File: src/rtl/fetch_ctrl.sv
// fetch_ctrl -- instruction fetch controller.
// Issues 8-byte aligned fetch-pair requests to the I-cache, at most one
// outstanding. Returned pairs go straight into the instruction buffer.
// An occupancy credit counter stops fetching when the buffer is full.
// A backend squash redirects the fetch PC and flushes the stream. A
// response still in flight when the squash arrives is discarded.
//
// Ports:
//   clock, reset          clock, asynchronous active-high reset
//   squash, squash_pc     backend redirect and its 4-byte aligned target
//   icache_req_*          fetch request handshake (valid/addr/ready)
//   icache_rsp_*          fetch response (valid, 64-bit instruction pair)
//   ib_wr_valid/pc/data   pair written to the instruction buffer
//   ib_pop                consumer dequeued one entry
//   ib_count, ib_full     buffer occupancy credits
module fetch_ctrl #(
    parameter int          IB_DEPTH = 16,
    parameter logic [31:0] RESET_PC = 32'h0
) (
    input  logic                        clock,
    input  logic                        reset,
    input  logic                        squash,
    input  logic [31:0]                 squash_pc,
    output logic                        icache_req_valid,
    output logic [31:0]                 icache_req_addr,
    input  logic                        icache_req_ready,
    input  logic                        icache_rsp_valid,
    input  logic [63:0]                 icache_rsp_data,
    output logic [1:0]                  ib_wr_valid,
    output logic [31:0]                 ib_wr_pc,
    output logic [63:0]                 ib_wr_data,
    input  logic                        ib_pop,
    output logic [$clog2(IB_DEPTH):0]   ib_count,
    output logic                        ib_full
);

    localparam int              CW      = $clog2(IB_DEPTH) + 1;
    localparam logic [CW-1:0]   DEPTH_C = CW'(IB_DEPTH);

    localparam logic [1:0] FETCH   = 2'd0;
    localparam logic [1:0] WAIT    = 2'd1;
    localparam logic [1:0] DISCARD = 2'd2;

    logic [1:0]    state_r, state_s;
    logic [31:0]   pc_r, pc_s;
    logic [31:0]   req_pc_r, req_pc_s;
    logic          req_mis_r, req_mis_s;
    logic [CW-1:0] count_r, count_s;
    logic          req_valid_s;
    logic          wr_en_s;

    // Credit update: a simultaneous write and pop cancel; a pop at zero is ignored.
    function automatic logic [CW-1:0] count_upd(input logic [CW-1:0] c,
                                                input logic          wr,
                                                input logic          pop);
        logic [CW-1:0] r;
        if (wr && pop) begin
            r = c;
        end else if (wr) begin
            r = c + CW'(1);
        end else if (pop && (c != '0)) begin
            r = c - CW'(1);
        end else begin
            r = c;
        end
        return r;
    endfunction

    // Next-state, request and write-enable logic.
    always_comb begin
        state_s     = state_r;
        pc_s        = pc_r;
        req_pc_s    = req_pc_r;
        req_mis_s   = req_mis_r;
        count_s     = count_r;
        req_valid_s = 1'b0;
        wr_en_s     = 1'b0;
        case (state_r)
            FETCH: begin
                // Waiting in WAIT reserves the credit, so only a free slot matters here.
                req_valid_s = !squash && (count_r < DEPTH_C);
                if (squash) begin
                    pc_s    = squash_pc;
                    count_s = '0;
                end else begin
                    if (req_valid_s && icache_req_ready) begin
                        req_pc_s  = {pc_r[31:3], 3'b000};
                        req_mis_s = pc_r[2];
                        state_s   = WAIT;
                    end else begin
                        state_s   = FETCH;
                    end
                    count_s = count_upd(count_r, 1'b0, ib_pop);
                end
            end
            WAIT: begin
                if (squash) begin
                    // A response arriving with the squash is dropped here;
                    // otherwise it is still in flight and must be discarded later.
                    pc_s    = squash_pc;
                    count_s = '0;
                    state_s = icache_rsp_valid ? FETCH : DISCARD;
                end else if (icache_rsp_valid) begin
                    wr_en_s = 1'b1;
                    pc_s    = req_pc_r + 32'd8;
                    state_s = FETCH;
                    count_s = count_upd(count_r, 1'b1, ib_pop);
                end else begin
                    count_s = count_upd(count_r, 1'b0, ib_pop);
                end
            end
            DISCARD: begin
                if (squash) begin
                    pc_s = squash_pc;
                end else begin
                    pc_s = pc_r;
                end
                // The stale response is the only one outstanding, so leave on it
                // even if a fresh squash arrives in the same cycle.
                if (icache_rsp_valid) begin
                    state_s = FETCH;
                end else begin
                    state_s = DISCARD;
                end
                count_s = count_upd(count_r, 1'b0, ib_pop);
            end
            default: begin
                state_s = FETCH;
                pc_s    = RESET_PC;
                count_s = '0;
            end
        endcase
    end

    // Fetch state, PC, latched request and credit registers.
    always_ff @(posedge clock or posedge reset) begin
        if (reset) begin
            state_r   <= FETCH;
            pc_r      <= RESET_PC;
            req_pc_r  <= 32'h0;
            req_mis_r <= 1'b0;
            count_r   <= '0;
        end else begin
            state_r   <= state_s;
            pc_r      <= pc_s;
            req_pc_r  <= req_pc_s;
            req_mis_r <= req_mis_s;
            count_r   <= count_s;
        end
    end

    // The handshake outputs are same-cycle by protocol; gating with reset
    // clears them immediately, since FETCH at count 0 would otherwise request.
    assign icache_req_valid = req_valid_s && !reset;
    assign icache_req_addr  = {pc_r[31:3], 3'b000};
    // Slot 0 is invalid for the first pair after a redirect to pc[2] = 1.
    assign ib_wr_valid      = (wr_en_s && !reset) ? (req_mis_r ? 2'b10 : 2'b11) : 2'b00;
    assign ib_wr_pc         = req_pc_r;
    assign ib_wr_data       = icache_rsp_data;
    assign ib_count         = count_r;
    assign ib_full          = (count_r == DEPTH_C);

endmodule

File: config.mk
export PLATFORM = sky130hd
export DESIGN_NAME = fetch_ctrl
export DESIGN_NICKNAME = d
export VERILOG_FILES = /design/src/rtl/fetch_ctrl.sv
export SDC_FILE = /design/constraint.sdc
export NUM_CORES = 1
export LEC_CHECK = 0
export CELL_PAD_IN_SITES_DETAIL_PLACEMENT = 0
export CELL_PAD_IN_SITES_GLOBAL_PLACEMENT = 2
export CORE_ASPECT_RATIO = 2
export CORE_UTILIZATION = 23
export DETAILED_ROUTE_END_ITERATION = 12
export PLACE_DENSITY_LB_ADDON = 0.1
export SYNTH_ARGS = -nofsm -noshare
export SYNTH_HDL_FRONTEND = slang
export SYNTH_SLANG_ARGS = --single-unit
File: constraint.sdc
create_clock -name clock -period 4.65 [get_ports clock]
set_input_delay 0.465 -clock clock [delete_from_list [all_inputs] [get_ports clock]]
set_output_delay 0.465 -clock clock [all_outputs]
set_load 0.02 [all_outputs]
==> results by group, run 1 <==
Placement
  – Post-DP HPWL: 9060 um
  – Area post-placement: 4770 um2
  – Port bufs: 102
  – Placed Instances: 657
  – Gpl congestion: 0.684

Yosys
  – Post-synth top area cell: dfrtp_1
  – Mapped cell area: 4250 um2
  – Post-synth top flop: dfrtp_1
  – Ys async rst share: 1.00
  – Dominant cells by area after synthesis: dfrtp_1, buf_4, mux2_2, nor2_1, xnor2_1
  – Yosys top cell area share: 0.395
  – Mean Syn Cell Area: 9.48 um2
  – Synth top cells by count: buf_4, dfrtp_1, nor2_1, mux2_2, nand2_1
  – Synth Warn #: 0
  – #FFs+latches synth: 67
  – Post-synth EDFFs: 0
  – Cells after synthesis: 448
  – Library cells used by synthesis: 47
  – Most frequent cell after synthesis: buf_4
  – Sequential-to-total area share from yosys stat: 0.395

Drt
  – Top sig layer: met4
  – Initial DRC count: 86
  – DRC: 18
  – DR pass1 iterations: 10
  – Routed via count: 3144
  – Drt wl/cell: 19.6 um
  – Routed wire length: 13200 um
  – Vias per cell: 4.67
  – Routed met2 length: 7340 um
  – ANT nets after route: 0
  – Met3 wire length: 603 um
  – Wl on met1: 4990 um

Floorplan
  – Chip width: 98.1 um
  – DIE HEIGHT: 194 um
  – Die ar.: 19000 um2
  – Ports: 239
  – Core Region: 18200 um2
  – Row cnt: 70
  – Starting Density: 0.233

Timing
  – Setup violations, final: 0
  – Final clock skew: 0.00906 ns
  – RSZ-0062 raised after global routing: no
  – Final hold violations: 0
  – Pins Over Slew Limit: 0
  – Final period util: 0.617
  – Max Freq: 349 MHz
  – Final Hold Slack: 0.463 ns
  – Slew @ Worst Pin: 1.04 ns
  – Crit path time final: 2.87 ns
  – Setup TNS: 0 ns
  – Slew headroom: 0.306

Clock network
  – Clk Latency, worst-skew pair: 0.33 ns
  – Reg clk slew, reported paths: 0.05 ns
  – CTS buffer count: 9
  – TritonCTS clock tree: done
  – Clock Path Buffers: 2
  – Setup bufs post-CTS: 0
  – CTS Sinks: 67
  – Hold buffer count at CTS: 0
  – CTS resizes: 0
  – Root Driver: clkbuf_16
  – Max H-tree Level: 3

Global route
  – Number of antenna violations at the first check in global routing: 0
  – GRT Util Overall: 0.143
  – Largest net degree at the start of global routing: 68
  – Total gr overflow: 0
  – First-pass GRT wire length: 20600 um
  – Vias in the first global route: 3457

Setup path
  – Arrival time worst endpoint: 2.40 ns
  – CP Cell Sequence: clkdlybuf4s50_1 -> nor3b_2 -> nand2_1 -> nor3_1 -> clkdlybuf4s50_1
  – Slowest cell on crit path: clkdlybuf4s50_1
  – Crit-path most repeated cell: clkdlybuf4s50_1
  – CP Max Fanout: 8
  – Crit-path leading delay family: buffers and inverters
  – CP Data Required Time: 4.18 ns
  – Startpoint types: primary input
  – Max incr delay on CP: 0.63 ns
  – Worst path bufs/invs: 2
  – Crit. End Element: output pin
  – Crit Path Class: primary input to output pin

Final layout
  – Fin cells: 673
  – NumNets Final: 557
  – Util after Layout: 0.279
  – Share of layout cells above drive strength 1: 0.138
  – Synthesis-to-layout area growth: 19.8%
  – Cell area after layout: 5090 um2
  – Antenna diodes: 0

Outcome
  – Status: finished with violations
  – Failing checks: design-rule violations

Power
  – Leak: 1.96 nW
  – P per Cell Area: 515 nW/um2
  – VDD IR max: 0.206 mV

Flow run
  – Max Cap Viol: 0

Hold path
  – Worst min-delay path category: register to register
[stage by stage]
step | power (mW) | worst slack, ns
after global placement | 1.89 | 1.77
final | 2.62 | 1.78
after global routing | 2.78 | 1.61
after floorplan | 1.57 | 1.92
after CTS | 2.67 | 1.76
after detailed placement | 1.90 | 1.76
[flip-flops by register name (all words and copies together), names as in the netlist]
| register | cells |
|---|---|
| state_r | 2 |
| ib_count | 5 |
| ib_wr_pc | 29 |
| req_mis_r | 1 |
| pc_r | 30 |
[per-layer routing]
metal,GRT usage,vias up
li1,-,1459
met1,0.157,1555
met2,0.268,105
met3,0.0234,25
met4,0.0589,0
met5,0,-
[area by class of cell]
type,count,area [um2]
Sequential cell,67,1680
Multi-Input combinational cell,261,1740
Timing Repair Buffer,109,1070
Fill cell,1979,13100
Inverter,4,15.0
Clock inverter,6,88.8
Tap cell,216,270
Clock buffer,10,229
[cell families (layout without fill, tap and decap cells)]
kind of cell,after synthesis,in the layout,synth area share
flops,67,67,0.395
fa+ha+maj,3,3,0.00884
buf+inv,125,129,0.202
simple gates,120,120,0.148
xor+xnor,28,28,0.0577
compound gates,73,73,0.105
mux,31,31,0.0822
other cells,1,6,0.000883
[final timing paths]
path / from / to / slack [ns] / cells past startpoint
worst max-delay path: squash / ib_wr_valid[0] / 1.78 / 5
worst max register to register: state_r[1] / pc_r[15] / 2.48 / 5
worst min register to register: pc_r[2] / pc_r[2] / 0.46 / 2
min in group asynchronous: reset / ib_count[4] / 0.83 / 3
worst min-delay path: pc_r[2] / pc_r[2] / 0.46 / 2
max in group asynchronous: reset / ib_wr_pc[13] / 3.15 / 3
[cell usage in the layout, fill, tap and decap left out, types with 5 or more instances in the layout]
cell             instances
clkbuf_16                9
nand3_1                 17
o22ai_1                 20
xor2_1                  13
nand2_1                 24
dfrtp_1                 67
o21ai_0                 12
conb_1                   6
a221oi_1                 5
a21oi_1                 23
xnor2_1                 15
nand4_1                 10
clkdlybuf4s50_1        102
nor2_1                  38
mux2_2                  31
buf_4                    7
[tightest hold or removal path, delay by kind of cell (launching register included)]
kind / cells / cell delay [ns]
flip-flops: 1 / 0.34
AND/OR/NAND/NOR: 2 / 0.10
[power breakdown]
group	total (mW)	internal (mW)	switching [mW]
Sequential	0.946	0.721	0.224
Clock	0.745	0.471	0.274
Combinational	0.928	0.470	0.458
Total	2.62	1.66	0.957
Note: power is estimated with default switching activity, not from simulation.
==> inputs of run 2 (changes only) <==
--- a/config.mk
+++ b/config.mk
@@ -8,7 +8,7 @@
 export CELL_PAD_IN_SITES_DETAIL_PLACEMENT = 0
 export CELL_PAD_IN_SITES_GLOBAL_PLACEMENT = 2
 export CORE_ASPECT_RATIO = 2
-export CORE_UTILIZATION = 23
+export CORE_UTILIZATION = 19
 export DETAILED_ROUTE_END_ITERATION = 12
 export PLACE_DENSITY_LB_ADDON = 0.1
 export SYNTH_ARGS = -nofsm -noshare
==> constraint.sdc (replaced) <==
create_clock -name clock -period 2.4 [get_ports clock]
set_input_delay 0.24 -clock clock [delete_from_list [all_inputs] [get_ports clock]]
set_output_delay 0.24 -clock clock [all_outputs]
set_load 0.02 [all_outputs]
==> run 2 against run 1 <==
Effect of this change: the run now ends clean; cell count rose by 11%; cell area up 3.1%; clock-buffer cell count unchanged; power up 93%; sequential cell count unchanged; sequential share of layout area down 0.99 points; combinational power grew 110%; die area increased by 21%; non-clock buffer count rose by 12; hold slack improved by 0.0055 ns; worst setup slack lost 1.6 ns; largest cell class unchanged; highest routed layer unchanged.
==> results by group, run 2 (same netlist as run 1, synthesis figures left out) <==
Final layout
  – Largest register FFs: 30 (unchanged)
  – Biggest register: pc_r
  – Share of layout cells above drive strength 1: 0.160 (+0.0224)
  – Util after Layout: 0.238 (-0.0415)
  – Antenna diodes: 0 (unchanged)
  – Commonest non-fill, non-tap cells in the layout: clkdlybuf4s50_1, dfrtp_1, nor2_1
  – Synthesis-to-layout area growth: 23.5%
  – Most common cell after layout, fill and taps aside: clkdlybuf4s50_1
  – NumNets Final: 569 (+2.2%)

Drt
  – Routed via count: 3168 (+0.76%)
  – DR pass1 iterations: 4 (-6)
  – Drt wl/cell: 19.4 um (-0.81%)
  – Initial DRC count: 88 (+2.3%)
  – ANT nets after route: 0 (unchanged)
  – DRC: 0 (-18)
  – Vias per cell: 4.26 (-8.9%)
  – Routed wire length: 14400 um (+9.7%)

Hold path
  – Hold Crit Endpoint: pc_r[2]
  – Worst hold start: pc_r[2]
  – Worst min-delay path category: register to register
  – Worst Hold Depth: 2 (unchanged)

Global route
  – Total gr overflow: 0 (unchanged)
  – Number of antenna violations at the first check in global routing: 0 (unchanged)
  – Vias in the first global route: 3476 (+0.55%)
  – GRT Util Overall: 0.130 (-0.0131)
  – First-pass GRT wire length: 21400 um (+3.7%)
  – Largest net degree at the start of global routing: 68 (unchanged)

Clock network
  – CTS Sinks: 67 (unchanged)
  – Clock Path Buffers: 2 (unchanged)
  – Reg clk slew, reported paths: 0.06 ns (about the same)
  – TritonCTS clock tree: done
  – CTS buffer count: 9 (unchanged)
  – Max H-tree Level: 3 (unchanged)
  – Clk Latency, worst-skew pair: 0.34 ns (about the same)
  – Root Driver: clkbuf_16

Outcome
  – Status: finished clean

Timing
  – RSZ-0062 raised after global routing: no
  – Final hold violations: 0 (unchanged)
  – Slew headroom: 0.346 (+0.0402)
  – Slew @ Worst Pin: 0.981 ns (-0.0602 ns)
  – Setup TNS: 0 ns (unchanged)
  – Setup violations, final: 0 (unchanged)
  – Final period util: 0.936
  – Pins Over Slew Limit: 0 (unchanged)
  – Final clock skew: 0.0110 ns (+0.00198 ns)
  – Max Freq: 445 MHz
  – Crit path time final: 2.25 ns

Setup path
  – Crit-path leading delay family: buffers and inverters
  – Max incr delay on CP: 0.65 ns (+0.02 ns)
  – Slowest cell on crit path: clkdlybuf4s50_1
  – Worst R2R Start: ib_count[0]
  – CP Data Required Time: 2.16 ns (-2.02 ns)
  – Worst R2R Path Depth: 7 (+2)
  – Arrival time worst endpoint: 2.01 ns (-0.39 ns)
  – CP Cell Sequence: nor3b_2 -> nand2_1 -> nor2_1 -> clkdlybuf4s50_1
  – CP Max Fanout: 9 (+1)
  – R2r endpoint: ib_count[3]
  – Reg2reg setup slack: 0.30 ns (-2.18 ns)
  – Crit Path Class: register to output pin
  – Startpoint types: register
  – Crit. End Element: output pin
  – Worst path bufs/invs: 1 (-1)

Flow run
  – Max Cap Viol: 0 (unchanged)

Floorplan
  – DIE HEIGHT: 213 um (+9.9%)
  – Die ar.: 23000 um2 (+21%)
  – Starting Density: 0.193 (-0.0406)
  – Ports: 239 (unchanged)
  – Row cnt: 77 (+10%)
  – Chip width: 108 um (+9.8%)
  – Core Region: 22100 um2 (+21%)

Power
  – Flop pwr share: 0.359 (-0.002)
  – Clock Power Share: 0.264 (-0.021)
  – P per Cell Area: 964 nW/um2 (+87%)
  – Int Power: 3.17 mW (+91%)
  – Leak: 2.04 nW (+3.7%)
  – Sw frac: 0.373 (+0.00800)
  – Part of the power in combinational logic: 0.377 (+0.023)
  – VDD IR max: 0.323 mV (+56%)
  – Switch Pwr: 1.89 mW (+97%)

Placement
  – Gpl congestion: 0.706 (+3.2%)
  – Port bufs: 102 (unchanged)
  – Post-DP HPWL: 10100 um (+11%)
-- run 2: final cells by class --
cell class / instances / area [um2]
fillers: 2368 / 16800
multi-input cells: 261 / 1750
well taps: 276 / 345
inverters: 4 / 15.0
clock buffers: 10 / 229
flip-flops and latches: 67 / 1680
repair buffers: 121 / 1180
clock inverters: 5 / 55.1
-- run 2: per-stage QoR --
stage | hold slack (ns) | instance area, um2 | instances | power, mW | setup slack, ns
2_1_floorplan | 0.305 | 4270 | 453 | 3.04 | 0.119
3_3_place_gp | 0.452 | 4950 | 729 | 3.76 | 0.287
3_5_place_dp | 0.461 | 4950 | 729 | 3.76 | 0.268
4_1_cts | 0.475 | 5240 | 744 | 5.15 | 0.0177
5_1_grt | 0.480 | 5250 | 744 | 5.36 | 0.0285
6_report | 0.469 | 5250 | 744 | 5.06 | 0.154
-- run 2: routing by layer --
metal,vias up,track usage,part of all wire
met5,-,0,0
met4,0,0.0652,0.024
met3,38,0.0161,0.034
met2,82,0.259,0.58
met1,1563,0.128,0.36
li1,1485,-,-
-- run 2: worst min-delay path, cell delays in order (launching register included) --
cell	delay, ns
dfrtp_1	0.34
nand2_1	0.05
nand2_1	0.05
-- run 2: power by group through the flow --
stage               Sequential (mW)  Clock [mW]  Combinational, mW
finish                         1.81        1.33               1.91
global route                   1.87        1.42               2.08
CTS                            1.82        1.39               1.94
detailed placement             1.84           0               1.93
global placement               1.83           0               1.92
floorplan                      1.93           0               1.12
-- run 2: what timing repair did --
item / CTS / global route
hold buffers: 0 / 0
resized for setup: 1 / 2
endpoints found under the hold margin: 0 / 0
buffers inserted: 0 / 0
setup endpoints to repair: 1 / 1
-- run 2: worst max path at each step --
stage                startpoint               end  depth (start not counted)
floorplan                 reset  icache_req_valid                          2
global placement    ib_count[0]           ib_full                          5
detailed placement  ib_count[0]       ib_count[3]                          7
CTS                 ib_count[0]           ib_full                          5
global route         state_r[1]    ib_wr_valid[1]                          4
finish               state_r[1]    ib_wr_valid[1]                          4
